===== config.mk =====
export PLATFORM = sky130hd
export DESIGN_NAME = wb_sram32_ctrl
export DESIGN_NICKNAME = d
export VERILOG_FILES = /design/src/rtl/wb_sram32_ctrl_pkg.sv /design/src/rtl/wb_sram32_ctrl.sv
export SDC_FILE = /design/constraint.sdc
export NUM_CORES = 1
export LEC_CHECK = 0
export BUFFER_PORTS_ARGS = -buffer_cell sky130_fd_sc_hd__buf_2
export CAP_MARGIN = 20
export CORE_MARGIN = 2
export CORE_UTILIZATION = 45
export CTS_CLUSTER_SIZE = 8
export DETAILED_ROUTE_END_ITERATION = 8
export GPL_TIMING_DRIVEN = 0
export PLACE_DENSITY = 0.79
export SYNTH_ARGS = -nofsm -noshare
export SYNTH_HDL_FRONTEND = slang
export SYNTH_SLANG_ARGS = --single-unit

===== constraint.sdc =====
create_clock -name clk_50mhz -period 2.6 [get_ports clk_50mhz]
set_clock_uncertainty 0.1 [all_clocks]
set_input_delay 0.26 -clock clk_50mhz [delete_from_list [all_inputs] [get_ports clk_50mhz]]
set_output_delay 0.26 -clock clk_50mhz [all_outputs]
set_load 0.1 [all_outputs]

===== src/rtl/wb_sram32_ctrl_pkg.sv =====
// Shared definitions for the Wishbone-to-async-SRAM bridge.
//   state_e      : bridge FSM states
//   SRAM_AW      : SRAM word address width (256K words)
//   WB_AW        : Wishbone byte address width (1 MiB)
//   lane_map     : byte selects -> active-low lane enables {ub1, lb1, ub0, lb0}
//   sel_to_mask  : byte selects -> 32-bit data mask for read data
package wb_sram32_ctrl_pkg;

  localparam int SRAM_AW = 18;
  localparam int WB_AW   = 20;

  typedef enum logic [2:0] {
    ST_IDLE     = 3'd0,
    ST_RD       = 3'd1,
    ST_WR_SETUP = 3'd2,
    ST_WR_PULSE = 3'd3,
    ST_ACK      = 3'd4
  } state_e;

  // sel[3] -> chip 1 upper byte, sel[0] -> chip 0 lower byte; lanes are active low.
  function automatic logic [3:0] lane_map(input logic [3:0] sel);
    return ~sel;
  endfunction

  function automatic logic [31:0] sel_to_mask(input logic [3:0] sel);
    return {{8{sel[3]}}, {8{sel[2]}}, {8{sel[1]}}, {8{sel[0]}}};
  endfunction

endpackage


===== src/rtl/wb_sram32_ctrl.sv =====
// Wishbone classic slave (32-bit, 1 MiB) bridging to two 256Kx16 async SRAMs.
// Chip 1 carries data bits 31:16, chip 0 carries bits 15:0; both share the
// address, OE and WE lines. Pads are tristated in the top level, so data is
// split into sram_dat_o / sram_dat_i with sram_dat_oe as the drive enable.
//
// Ports:
//   clk_50mhz, reset (sync, active low)
//   wb_cyc_i, wb_stb_i, wb_we_i, wb_adr_i[19:0], wb_sel_i[3:0], wb_dat_i[31:0]
//   wb_dat_o[31:0], wb_ack_o
//   sram_addr[17:0], sram_dat_o[31:0], sram_dat_i[31:0], sram_dat_oe
//   sram_oen, sram_wen, sram0_cen, sram1_cen, sram{0,1}_{ub,lb}n (all active low)
//   dbg_state_o : current FSM state
//
// Handshake: a request is cyc & stb held high until wb_ack_o; ack is a single
// cycle pulse. Dropping cyc or stb before ack aborts the access with no ack.
//
// Every output is a flop. The *_d values are computed from the next state so
// the external strobes change on the same edge as the state register.
module wb_sram32_ctrl
  import wb_sram32_ctrl_pkg::*;
#(
  parameter int unsigned WAIT_STATES = 0
) (
  input  logic                 clk_50mhz,
  input  logic                 reset,
  input  logic                 wb_cyc_i,
  input  logic                 wb_stb_i,
  input  logic                 wb_we_i,
  input  logic [WB_AW-1:0]     wb_adr_i,
  input  logic [3:0]           wb_sel_i,
  input  logic [31:0]          wb_dat_i,
  output logic [31:0]          wb_dat_o,
  output logic                 wb_ack_o,
  output logic [SRAM_AW-1:0]   sram_addr,
  output logic [31:0]          sram_dat_o,
  input  logic [31:0]          sram_dat_i,
  output logic                 sram_dat_oe,
  output logic                 sram_oen,
  output logic                 sram_wen,
  output logic                 sram0_cen,
  output logic                 sram1_cen,
  output logic                 sram0_ubn,
  output logic                 sram0_lbn,
  output logic                 sram1_ubn,
  output logic                 sram1_lbn,
  output state_e               dbg_state_o
);

  localparam logic [2:0] WS_LAST = 3'(WAIT_STATES);

  state_e               state_q, state_d;
  logic [2:0]           cnt_q, cnt_d;
  logic                 we_q, we_d;
  logic [3:0]           sel_q, sel_d;
  logic [SRAM_AW-1:0]   addr_q, addr_d;
  logic [31:0]          wdat_q, wdat_d;
  logic [31:0]          rdat_q, rdat_d;
  logic [3:0]           lanes_q, lanes_d;
  logic                 cen0_q, cen0_d;
  logic                 cen1_q, cen1_d;
  logic                 oen_q, oen_d;
  logic                 wen_q, wen_d;
  logic                 oe_q, oe_d;
  logic                 ack_q, ack_d;

  logic                 req;
  logic                 active;
  logic                 unused_adr;

  // Byte offset bits are not meaningful for a word-wide slave.
  assign unused_adr = ^wb_adr_i[1:0];

  always_comb begin
    state_d = state_q;
    cnt_d   = cnt_q;
    we_d    = we_q;
    sel_d   = sel_q;
    addr_d  = addr_q;
    wdat_d  = wdat_q;
    rdat_d  = rdat_q;
    req     = wb_cyc_i & wb_stb_i;

    unique case (state_q)
      ST_IDLE: begin
        if (req && !ack_q) begin
          state_d = wb_we_i ? ST_WR_SETUP : ST_RD;
          we_d    = wb_we_i;
          sel_d   = wb_sel_i;
          addr_d  = wb_adr_i[WB_AW-1:2];
          wdat_d  = wb_dat_i;
          cnt_d   = 3'd0;
        end
      end
      ST_RD: begin
        if (!req) begin
          state_d = ST_IDLE;
        end else if (cnt_q == WS_LAST) begin
          // OE has been low for the whole phase, so the pads are settled here.
          rdat_d  = sram_dat_i & sel_to_mask(sel_q);
          state_d = ST_ACK;
        end else begin
          cnt_d = cnt_q + 3'd1;
        end
      end
      ST_WR_SETUP: begin
        state_d = req ? ST_WR_PULSE : ST_IDLE;
      end
      ST_WR_PULSE: begin
        if (!req) begin
          state_d = ST_IDLE;
        end else if (cnt_q == WS_LAST) begin
          state_d = ST_ACK;
        end else begin
          cnt_d = cnt_q + 3'd1;
        end
      end
      ST_ACK: begin
        state_d = ST_IDLE;
      end
      default: begin
        state_d = ST_IDLE;
      end
    endcase

    // Registered strobes follow the state being entered.
    active  = (state_d == ST_RD) || (state_d == ST_WR_SETUP) || (state_d == ST_WR_PULSE);
    lanes_d = active ? lane_map(sel_d) : 4'hF;
    cen1_d  = ~(active & (sel_d[3] | sel_d[2]));
    cen0_d  = ~(active & (sel_d[1] | sel_d[0]));
    oen_d   = (state_d != ST_RD);
    wen_d   = (state_d != ST_WR_PULSE);
    // Data stays driven through ACK of a write to cover write hold time.
    oe_d    = (state_d == ST_WR_SETUP) || (state_d == ST_WR_PULSE) ||
              ((state_d == ST_ACK) && we_d);
    ack_d   = (state_d == ST_ACK);
  end

  always_ff @(posedge clk_50mhz) begin
    if (!reset) begin
      state_q <= ST_IDLE;
      cnt_q   <= 3'd0;
      we_q    <= 1'b0;
      sel_q   <= 4'h0;
      addr_q  <= '0;
      wdat_q  <= 32'h0;
      rdat_q  <= 32'h0;
      lanes_q <= 4'hF;
      cen0_q  <= 1'b1;
      cen1_q  <= 1'b1;
      oen_q   <= 1'b1;
      wen_q   <= 1'b1;
      oe_q    <= 1'b0;
      ack_q   <= 1'b0;
    end else begin
      state_q <= state_d;
      cnt_q   <= cnt_d;
      we_q    <= we_d;
      sel_q   <= sel_d;
      addr_q  <= addr_d;
      wdat_q  <= wdat_d;
      rdat_q  <= rdat_d;
      lanes_q <= lanes_d;
      cen0_q  <= cen0_d;
      cen1_q  <= cen1_d;
      oen_q   <= oen_d;
      wen_q   <= wen_d;
      oe_q    <= oe_d;
      ack_q   <= ack_d;
    end
  end

  assign wb_dat_o    = rdat_q;
  assign wb_ack_o    = ack_q;
  assign sram_addr   = addr_q;
  assign sram_dat_o  = wdat_q;
  assign sram_dat_oe = oe_q;
  assign sram_oen    = oen_q;
  assign sram_wen    = wen_q;
  assign sram0_cen   = cen0_q;
  assign sram1_cen   = cen1_q;
  assign sram1_ubn   = lanes_q[3];
  assign sram1_lbn   = lanes_q[2];
  assign sram0_ubn   = lanes_q[1];
  assign sram0_lbn   = lanes_q[0];
  assign dbg_state_o = state_q;

endmodule


==> flow_metrics.env, run 1 <==
export IMPL_dieHeight_um=95.36
export IMPL_crit_path_end_kind="flip-flop"
export IMPL_antenna_left=0
export IMPL_drtPass1Iterations=4
export IMPL_diodes=0
export IMPL_leakage_nw=2.271
export IMPL_synth_cell_area_um2=3756
export IMPL_portBuffers=185
export IMPL_power_density_nw_per_um2=647.2
export IMPL_wirelength_um=10150
export IMPL_grtUsageTotal=0.2154
export IMPL_cts_tree="done"
export IMPL_dr_total_vias=3796
export IMPL_synth_area_per_cell_um2=8.219
export IMPL_pwr_share_seq=0.509
export IMPL_clk_pin_slew_ns=0.10
export IMPL_worstSetupPathType="reg -> reg"
export IMPL_finalSetupViolCount=0
export IMPL_ys_seq_area_frac=0.5490
export IMPL_postCtsHoldBufs=0
export IMPL_ys_types=34
export IMPL_final_util=0.6147
export IMPL_maxCapViolCount=0
export IMPL_p_int_mw=2.204
export IMPL_nets=748
export IMPL_wire_per_inst_um=13.31
export IMPL_rows=33
export IMPL_period_needed_ns=2.273
export IMPL_max_slew_worst_pin_slew_ns=0.5741
export IMPL_drv_slew=0
export IMPL_netSwitchingFraction=0.3190
export IMPL_gp_congestion=0.8379
export IMPL_start_util=0.4618
export IMPL_clock_path_buffers=2
export IMPL_n_fill_cell=738
export IMPL_io_pins=188
export IMPL_post_cts_setup_buffer_count=0
export IMPL_grt_pass1_wl_um=15460
export IMPL_max_freq_mhz=439.9
export IMPL_cp_max_fo=10
export IMPL_grt_pass1_vias=3512
export IMPL_dpl_instance_area_um2=4813
export IMPL_dp_hpwl_um=7713
export IMPL_pwr_share_comb=0.189
export IMPL_cp_required_ns=2.78
export IMPL_min_period_over_period=0.8744
export IMPL_synth_seq_cells=103
export IMPL_cts_resized=0
export IMPL_routed_via_density=4.982
export IMPL_hold_path_class="in -> reg"
export IMPL_timing_hold_ws_ns=0.02697
export IMPL_p_clk_frac=0.302
export IMPL_grt_overflow_total=0
export IMPL_cts_root_buffer="clkbuf_8"
export IMPL_yosysWarnings=0
export IMPL_dieWidth_um=95.36
export IMPL_power_switching_mw=1.032
export IMPL_ir_drop_mv=0.3901
export IMPL_fin_tns_setup_ns=0
export IMPL_clock_sinks=103
export IMPL_cp_arrival_ns=2.45
export IMPL_critPathLaunchType="flip-flop"
export IMPL_core_um2=8134
export IMPL_drive_gt1_frac=0.3242
export IMPL_insertion_delay_ns=0.35
export IMPL_route_detailed_drc=0
export IMPL_fin_area_um2=5000
export IMPL_syn_inst=457
export IMPL_die_area_um2=9094
export IMPL_cts_buffers=9
export IMPL_synth_fp_nets=552
export IMPL_slew_headroom=0.6173
export IMPL_rsz0062_at_grt="false"
export IMPL_htree_levels=3
export IMPL_timing_hold_violations_final=0
export IMPL_drt_initial_drc_count=102
export IMPL_outcome="finished, final reports clean"
export IMPL_antenna_found_initial=0
export IMPL_area_growth_pct=33.11
export IMPL_grt_max_degree=17
-- kinds of logic (layout without fill, tap and decap cells) --
group	count (synthesis)	in the layout	synth area share
buffers and inverters	42	242	0.05563
DFF	103	103	0.5490
AOI/OAI and AO/OA	99	99	0.1369
and+or+nand+nor	207	207	0.2418
muxes	2	2	0.005330
xor gates and xnor gates	2	2	0.004664
adders and majority gates	2	2	0.006661
-- critical path, cell delays in order, from the launching register on --
cell and delay, ns:
dfxtp_1 0.33, inv_1 0.09, ha_1 0.19, nor4bb_1 0.49, and3_1 0.23, clkbuf_1 0.23, buf_2 0.26, nand3_1 0.10
a21oi_1 0.18
-- cells in the final DEF (no fill, tap or decap), types with 2 or more instances in the layout --
master and instances:
dfxtp_1 103, and3_1 3, inv_1 7, a21oi_1 88, buf_2 190, ha_1 2
and2_1 2, o21ai_0 5, clkbuf_8 9, nor4_1 2, nor2_1 9, nand3_1 41
nand4_1 2, clkbuf_1 24, nand2_1 138, buf_6 6, clkinvlp_4 2, o211ai_1 2
mux2i_1 2
-- synthesized netlist by cell type --
master     count  area share
or2_1          1      0.0017
buf_6          6       0.018
o211ai_1       2      0.0040
dfxtp_1      103        0.55
xor2_1         1      0.0023
o2111ai_1      1      0.0023
or4_1          1      0.0020
nor2_1         9      0.0090
nor4bb_1       1      0.0027
o21ai_0        5      0.0067
nand2_1      138        0.14
nor4_1         2      0.0033
clkbuf_1      23       0.023
nand2b_1       1      0.0017
mux2i_1        2      0.0053
or3_1          1      0.0017
a22oi_1        1      0.0020
xnor2_1        1      0.0023
nor4_4         1      0.0057
and3b_1        1      0.0023
a21oi_1       88        0.12
a32oi_1        1      0.0023
nand3b_1       1      0.0020
nand3_1       41       0.055
inv_2          1      0.0010
and2_1         2      0.0033
nor2_4         1      0.0030
and3_1         3      0.0050
inv_1          7      0.0070
ha_1           2      0.0067
nand4_1        2      0.0033
or4b_1         1      0.0027
o22a_1         1      0.0023
buf_2          5      0.0067
-- state kept, by name, indices dropped and copies added (netlist names), 3 cells and up --
signal and flops:
lanes_q 4, wb_dat_o 32, sram_addr 18, sel_q 4, dbg_state_o 3, sram_dat_o 32
cnt_q 3
-- power by group through the flow --
| stage | Combinational, mW | Clock [mW] | Sequential [mW] |
|---|---|---|---|
| after CTS | 0.611 | 0.989 | 1.65 |
| final | 0.610 | 0.978 | 1.65 |
| after global routing | 0.647 | 1.05 | 1.65 |
| after floorplan | 0.146 | 0 | 1.99 |
| after detailed placement | 0.610 | 0 | 1.68 |
| after global placement | 0.605 | 0 | 1.68 |
-- cell type report --
type	instances	area, µm²	area share
flip-flops and latches	103	2062	0.4124
multi-input cells	312	1485	0.2970
repair buffers	185	925.9	0.1852
plain buffers	34	178.9	0.03579
well taps	105	131.4	0.02628
clock buffers	10	127.6	0.02553
clock inverters	5	58.81	0.01176
inverters	8	30.03	0.006006
-- path summary, 6_finish.rpt --
| check | end | cells past startpoint | start | slack [ns] |
|---|---|---|---|---|
| max reg2reg | wb_dat_o[15] | 8 | cnt_q[0] | 0.33 |
| max | wb_dat_o[15] | 8 | cnt_q[0] | 0.33 |
| min reg2reg | wb_dat_o[21] | 2 | wb_dat_o[21] | 0.35 |
| min | sram_dat_o[18] | 3 | wb_dat_i[18] | 0.03 |
-- metrics by stage --
step	worst slack [ns]	total power, mW	cells
after global routing	0.1335	3.345	762
after floorplan	0.2253	2.137	457
after CTS	0.3346	3.247	762
after detailed placement	0.4262	2.293	747
final	0.3267	3.236	762
after global placement	0.4860	2.286	747
-- metal layers --
| layer | share of wire | global-route usage | up-vias |
|---|---|---|---|
| li1 | - | - | 1905 |
| met1 | 0.41 | 0.2382 | 1719 |
| met5 | 0 | 0 | - |
| met3 | 0.10 | 0.07589 | 12 |
| met2 | 0.48 | 0.3756 | 160 |
| met4 | 0.013 | 0.08696 | 0 |
Note: power is estimated with default switching activity, not from simulation.
==> inputs of run 2 (changes only) <==
Settings changed: CAP_MARGIN 20 to default, PLACE_DENSITY 0.79 to default, PLACE_DENSITY_LB_ADDON from default to 0.2.
==> run 2 against run 1 <==
Design area is 0.25% higher. Critical endpoint is now wb_dat_o[18]. Largest power group unchanged. Flip-flop and latch count stayed put. Via count is 0.42% lower. Register-to-register slack better by 0.10 ns. Largest cell class unchanged.
==> flow_metrics.env, run 2 (synthesized netlist as in run 1, its figures left out) <==
export IMPL_cts_resized=0
export IMPL_grt_use_met2=0.3680
export IMPL_fin_tns_setup_ns=0
export IMPL_drt_initial_drc_count=115
export IMPL_max_freq_mhz=460.7
export IMPL_core_um2=8134
export IMPL_outcome="finished, final reports clean"
export IMPL_power_switching_mw=1.035
export IMPL_finalSetupViolCount=0
export IMPL_use_met1=0.2547
export IMPL_pwr_share_seq=0.503
export IMPL_insertion_delay_ns=0.36
export IMPL_period_needed_ns=2.170
export IMPL_whs_endpoint="sram_dat_o[22]"
export IMPL_die_area_um2=9094
export IMPL_rows=33
export IMPL_cp_required_ns=2.79
export IMPL_route_detailed_drc=0
export IMPL_slew_headroom=0.5783
export IMPL_nets=748
export IMPL_worstReg2RegEnd="wb_dat_o[18]"
export IMPL_min_period_over_period=0.8348
export IMPL_cts_root_buffer="clkbuf_8"
export IMPL_final_common_cell="buf_2"
export IMPL_routed_via_density=4.954
export IMPL_wire_per_inst_um=13.31
export IMPL_maxCapViolCount=0
export IMPL_mostFrequentLayoutCells="190 x buf_2, 138 x nand2_1, 103 x dfxtp_1"
export IMPL_grt_max_degree=17
export IMPL_dieWidth_um=95.36
export IMPL_dp_hpwl_um=7657
export IMPL_rsz0062_at_grt="false"
export IMPL_dr_total_vias=3780
export IMPL_io_pins=188
export IMPL_cts_tree="done"
export IMPL_ir_drop_mv=0.3466
export IMPL_hold_path_class="in -> reg"
export IMPL_drv_slew=0
export IMPL_cp_max_fo=10
export IMPL_p_clk_frac=0.310
export IMPL_crit_path_end_kind="flip-flop"
export IMPL_diodes=0
export IMPL_grt_pass1_vias=3354
export IMPL_worstSetupPathType="reg -> reg"
export IMPL_grt_overflow_total=0
export IMPL_r2r_cells=8
export IMPL_timing_hold_violations_final=0
export IMPL_antenna_left=0
export IMPL_wirelength_um=10160
export IMPL_timing_hold_ws_ns=0.02417
export IMPL_p_int_mw=2.237
export IMPL_dieHeight_um=95.36
export IMPL_drive_gt1_frac=0.3237
export IMPL_area_growth_pct=33.44
export IMPL_rrSetupSlack_ns=0.43
export IMPL_clock_sinks=103
export IMPL_drtPass1Iterations=5
export IMPL_grt_pass1_wl_um=15420
export IMPL_portBuffers=185
export IMPL_netSwitchingFraction=0.3163
export IMPL_cp_arrival_ns=2.36
export IMPL_htree_levels=3
export IMPL_r2r_start="cnt_q[0]"
export IMPL_start_util=0.4618
export IMPL_power_density_nw_per_um2=652.8
export IMPL_whs_path_depth=3
export IMPL_grtUsageTotal=0.2198
export IMPL_max_slew_worst_pin_slew_ns=0.6326
export IMPL_post_cts_setup_buffer_count=0
export IMPL_hold_start="wb_dat_i[22]"
export IMPL_pwr_share_comb=0.187
export IMPL_critPathLaunchType="flip-flop"
export IMPL_cts_buffers=9
export IMPL_leakage_nw=2.275
export IMPL_antenna_found_initial=0
export IMPL_use_met3=0.07352
export IMPL_postCtsHoldBufs=0
export IMPL_gp_congestion=0.7883
export IMPL_grt_busiest_layer="met2"
export IMPL_clk_pin_slew_ns=0.09
export IMPL_clock_path_buffers=2
[run 2: cell count changes in the layout (fill, tap and decap cells not counted)]
cell	delta
clkbuf_1	+1
clkbuf_8	+1
clkinv_2	-1
[run 2: critical path: stages (launching register included)]
cell and delay, ns:
dfxtp_1 0.32, inv_1 0.09, ha_1 0.19, nor4bb_1 0.42, and3_1 0.21, clkbuf_1 0.23, buf_2 0.26, nand3_1 0.10
a21oi_1 0.18
[run 2: worst max-delay path by stage]
| stage | to | cells past startpoint | from |
|---|---|---|---|
| finish | wb_dat_o[18] | 8 | cnt_q[0] |
| global placement | sram_dat_o[22] | 8 | wb_cyc_i |
| global route | wb_dat_o[1] | 8 | cnt_q[0] |
| detailed placement | sram_dat_o[16] | 8 | wb_cyc_i |
| floorplan | wb_dat_o[24] | 7 | dbg_state_o[0] |
| CTS | wb_dat_o[11] | 8 | cnt_q[0] |
[run 2: area by class of cell]
cell class / instances / area, µm²
timing repair buffer: 185 / 925.9
multi-input combinational: 312 / 1485
tap: 105 / 131.4
clock inverter: 4 / 53.80
sequential: 103 / 2062
clock buffer: 12 / 145.1
buffer: 34 / 178.9
inverter: 8 / 30.03
fill: 733 / 3122
[run 2: power by group through the flow]
stage | clock network, mW | registers [mW] | logic [mW]
2_1_floorplan | 0 | 1.99 | 0.146
3_3_place_gp | 0 | 1.68 | 0.606
3_5_place_dp | 0 | 1.68 | 0.611
4_1_cts | 1.03 | 1.65 | 0.612
5_1_grt | 1.11 | 1.65 | 0.644
6_report | 1.01 | 1.65 | 0.611
[run 2: layer usage]
layer,part of all wire,routed length [µm]
met1,0.42,4240
met2,0.47,4739
met3,0.093,948
met4,0.022,227
met5,0,0
[run 2: per-stage QoR]
| stage | util | worst slack [ns] | total power [mW] | std cells | area (µm²) |
|---|---|---|---|---|---|
| floorplan | - | 0.2253 | 2.137 | 457 | 3756 |
| global placement | 0.5918 | 0.5152 | 2.287 | 747 | 4813 |
| detailed placement | 0.5918 | 0.4345 | 2.295 | 747 | 4813 |
| CTS | 0.6162 | 0.4324 | 3.293 | 763 | 5012 |
| global route | 0.6162 | 0.2351 | 3.411 | 763 | 5012 |
| finish | 0.6162 | 0.4296 | 3.272 | 763 | 5012 |
==> inputs of run 3 (changes only) <==
Settings changed: ABC_AREA from default to 1, CORE_UTILIZATION 45 to 42.
Clock period 2.6 ns to 1.8 ns, I/O delays scaled along.
==> run 3 against run 2 <==
Synthesized cell count rose by 7.2%. Design area rose by 25%. Fmax rose by 35%. Highest routed layer unchanged. Largest power group unchanged. Routed wire length rose by 19%. Critical endpoint is now wb_dat_o[17]. Clock power rose by 67%. Largest cell class unchanged. First-iteration DRC count rose by 20%. Combinational power rose by 110%.
==> flow_metrics.env, run 3 <==
export IMPL_final_common_cell="buf_2"
export IMPL_worst_path_stages=8
export IMPL_core_um2=9639
export IMPL_ys_seq_area_frac=0.5000
export IMPL_synth_top_area_frac=0.5000
export IMPL_pre_cts_ws_ns=0.02650
export IMPL_synthMuxAreaShare=0
export IMPL_dr_total_vias=4227
export IMPL_n_fill_cell=820
export IMPL_ys_types=28
export IMPL_synth_xor_xnor_area_share=0.002124
export IMPL_pwr_share_seq=0.447
export IMPL_whs_path_depth=3
export IMPL_drv_slew=0
export IMPL_cts_buffers=9
export IMPL_insertion_delay_ns=0.37
export IMPL_drt_initial_drc_count=138
export IMPL_syn_inst=490
export IMPL_synthTopCellsByArea="dfxtp_1 50%, nor2_1 11%, nand3_2 7.3%"
export IMPL_synth_fp_nets=585
export IMPL_clk_pin_slew_ns=0.11
export IMPL_cts_root_buffer="clkbuf_8"
export IMPL_pwr_share_comb=0.242
export IMPL_period_needed_ns=1.607
export IMPL_slew_headroom=0.5148
export IMPL_setup_slack_ns=0.1927
export IMPL_crit_path_end_kind="flip-flop"
export IMPL_synth_top_cell_by_area="dfxtp_1"
export IMPL_critPathLaunchType="flip-flop"
export IMPL_antenna_found_initial=0
export IMPL_wirelength_um=12050
export IMPL_fin_area_um2=6275
export IMPL_crit_slowest_cell="dfxtp_1"
export IMPL_p_clk_frac=0.311
export IMPL_cp_required_ns=2.00
export IMPL_power_switching_mw=1.886
export IMPL_grtUsageTotal=0.2262
export IMPL_portBuffers=184
export IMPL_yosys_cell_count_top_type="nor2_1"
export IMPL_multi_input_area_um2=1807
export IMPL_clock_path_buffers=2
export IMPL_power_mw=5.422
export IMPL_gp_congestion=0.8459
export IMPL_hold_path_class="in -> reg"
export IMPL_dpl_instance_area_um2=5216
export IMPL_regArea_um2=2067
export IMPL_route_detailed_drc=0
export IMPL_synth_top_family_by_area="simple AND/OR/NAND/NOR gates"
export IMPL_dp_hpwl_um=7838
export IMPL_netSwitchingFraction=0.3479
export IMPL_crit_top_cell="nand2_1"
export IMPL_critPathBufInv=2
export IMPL_drive_gt1_frac=0.3899
export IMPL_clock_sinks=103
export IMPL_cp_arrival_ns=1.80
export IMPL_finalSetupViolCount=0
export IMPL_dieWidth_um=103.1
export IMPL_slowest_delay_ns=0.36
export IMPL_ys_top_cells_by_count="119 x nor2_1, 103 x dfxtp_1, 75 x nand2_1"
export IMPL_drtPass1Iterations=4
export IMPL_min_period_over_period=0.8930
export IMPL_rsz0062_at_grt="false"
export IMPL_worstReg2RegEnd="wb_dat_o[17]"
export IMPL_area_growth_pct=52.15
export IMPL_timing_hold_violations_final=0
export IMPL_r2r_start="cnt_q[0]"
export IMPL_diodes=0
export IMPL_power_density_nw_per_um2=864.1
export IMPL_critPathTopFamily="simple AND/OR/NAND/NOR gates"
export IMPL_mostFrequentLayoutCells="198 x buf_2, 119 x nor2_1, 99 x dfxtp_1"
export IMPL_wire_per_inst_um=13.31
export IMPL_antenna_left=0
export IMPL_rows=36
export IMPL_outcome="finished, final reports clean"
export IMPL_yosysWarnings=0
export IMPL_io_pins=188
export IMPL_nets=862
export IMPL_grt_overflow_total=0
export IMPL_grt_max_degree=20
export IMPL_crit_start="cnt_q[0]"
export IMPL_synth_area_per_cell_um2=8.416
export IMPL_routed_via_density=4.671
export IMPL_synth_compound_area_share=0.1377
export IMPL_synth_cell_area_um2=4124
export IMPL_cts_tree="done"
export IMPL_worstSetupEndpoint="wb_dat_o[17]"
export IMPL_synth_fa_ha_area_frac=0.006068
export IMPL_synth_seq_cells=103
export IMPL_start_util=0.4278
export IMPL_grt_pass1_wl_um=18930
export IMPL_rrSetupSlack_ns=0.19
export IMPL_synthArstFlopShare=0
export IMPL_worstSetupPathType="reg -> reg"
export IMPL_max_slew_worst_pin_slew_ns=0.7278
export IMPL_worstPathCellList="inv_1 > ha_1 > nand2_1 > nor2_4 > nand2_4 > clkbuf_2 > nand2_1 > a21oi_2"
export IMPL_fin_tns_setup_ns=0
export IMPL_synthSimpleGateAreaFrac=0.2922
export IMPL_htree_levels=3
export IMPL_dieHeight_um=103.1
export IMPL_die_area_um2=10630
export IMPL_ir_drop_mv=0.5995
export IMPL_max_freq_mhz=622.1
export IMPL_synth_top_flop_cell="dfxtp_1"
export IMPL_r2r_cells=8
export IMPL_p_int_mw=3.536
export IMPL_cp_max_fo=10
export IMPL_leakage_nw=2.892
export IMPL_synth_edf_count=0
export IMPL_grt_pass1_vias=4138
export IMPL_maxCapViolCount=0
-- run 3: cell types whose count changed after synthesis, moves of 13 or more --
cell / previous run / this run
nor2_1: 9 / 119
o21ai_0: 5 / 42
clkbuf_1: 23 / 10
a21oi_2: 0 / 30
nand2_1: 138 / 75
nand3_2: 0 / 30
nand3_1: 41 / 6
a21oi_1: 88 / 7
-- run 3: how the worst min path moves through the flow --
stage | from | to | slack [ns]
floorplan | wb_adr_i[12] | sram_addr[10] | 0.21
global placement | wb_dat_i[28] | sram_dat_o[28] | 0.30
detailed placement | wb_adr_i[5] | sram_addr[3] | 0.31
CTS | wb_we_i | we_q | 0.005
global route | wb_we_i | we_q | 0.01
finish | wb_we_i | we_q | 0.01
-- run 3: what timing repair did --
item,in CTS,in global routing
hold buffers,82,0
setup endpoints to repair,2,20
pin swaps,0,0
resized for setup,1,4
endpoints found under the hold margin,82,0
setup buffers,0,0
cloned,0,0
-- run 3: layer usage --
layer,track usage,wire length (µm),vias to the layer above
li1,-,-,2142
met1,0.2653,4941,1923
met2,0.3981,6060,148
met3,0.05356,832,14
met4,0.08907,212,0
met5,0,0,-
-- run 3: power by group through the flow --
| stage | sequential (mW) | clock [mW] | combinational [mW] |
|---|---|---|---|
| floorplan | 3.11 | 0 | 0.257 |
| global placement | 2.47 | 0 | 1.15 |
| detailed placement | 2.47 | 0 | 1.16 |
| CTS | 2.42 | 1.73 | 1.30 |
| global route | 2.44 | 1.83 | 1.39 |
| finish | 2.43 | 1.69 | 1.31 |
-- run 3: cell families after synthesis --
logic type	after synthesis
adder cells (fa/ha/maj)	2
AO/OA/AOI/OAI	90
buffers and inverters	46
XOR/XNOR	1
AND/OR/NAND/NOR	248
flip-flops	103
-- run 3: area by class of cell --
cell class / count / area share
plain buffers: 30 / 0.03091
inverters: 16 / 0.01037
clock buffers: 9 / 0.01974
clock inverters: 7 / 0.01755
flip-flops and latches: 103 / 0.3294
multi-input cells: 341 / 0.2879
repair buffers: 266 / 0.2776
well taps: 133 / 0.02652
-- run 3: tightest hold or removal path, stage by stage --
cell    delay, ns
buf_2        0.10
nor2_2       0.05
nor3_1       0.11
-- run 3: metrics by stage --
step | hold slack (ns) | util | std cells
floorplan | 0.2149 | - | 490
global placement | 0.3005 | 0.5411 | 807
detailed placement | 0.3064 | 0.5411 | 807
CTS | 0.004744 | 0.6507 | 905
global route | 0.01306 | 0.6510 | 905
finish | 0.01448 | 0.6510 | 905
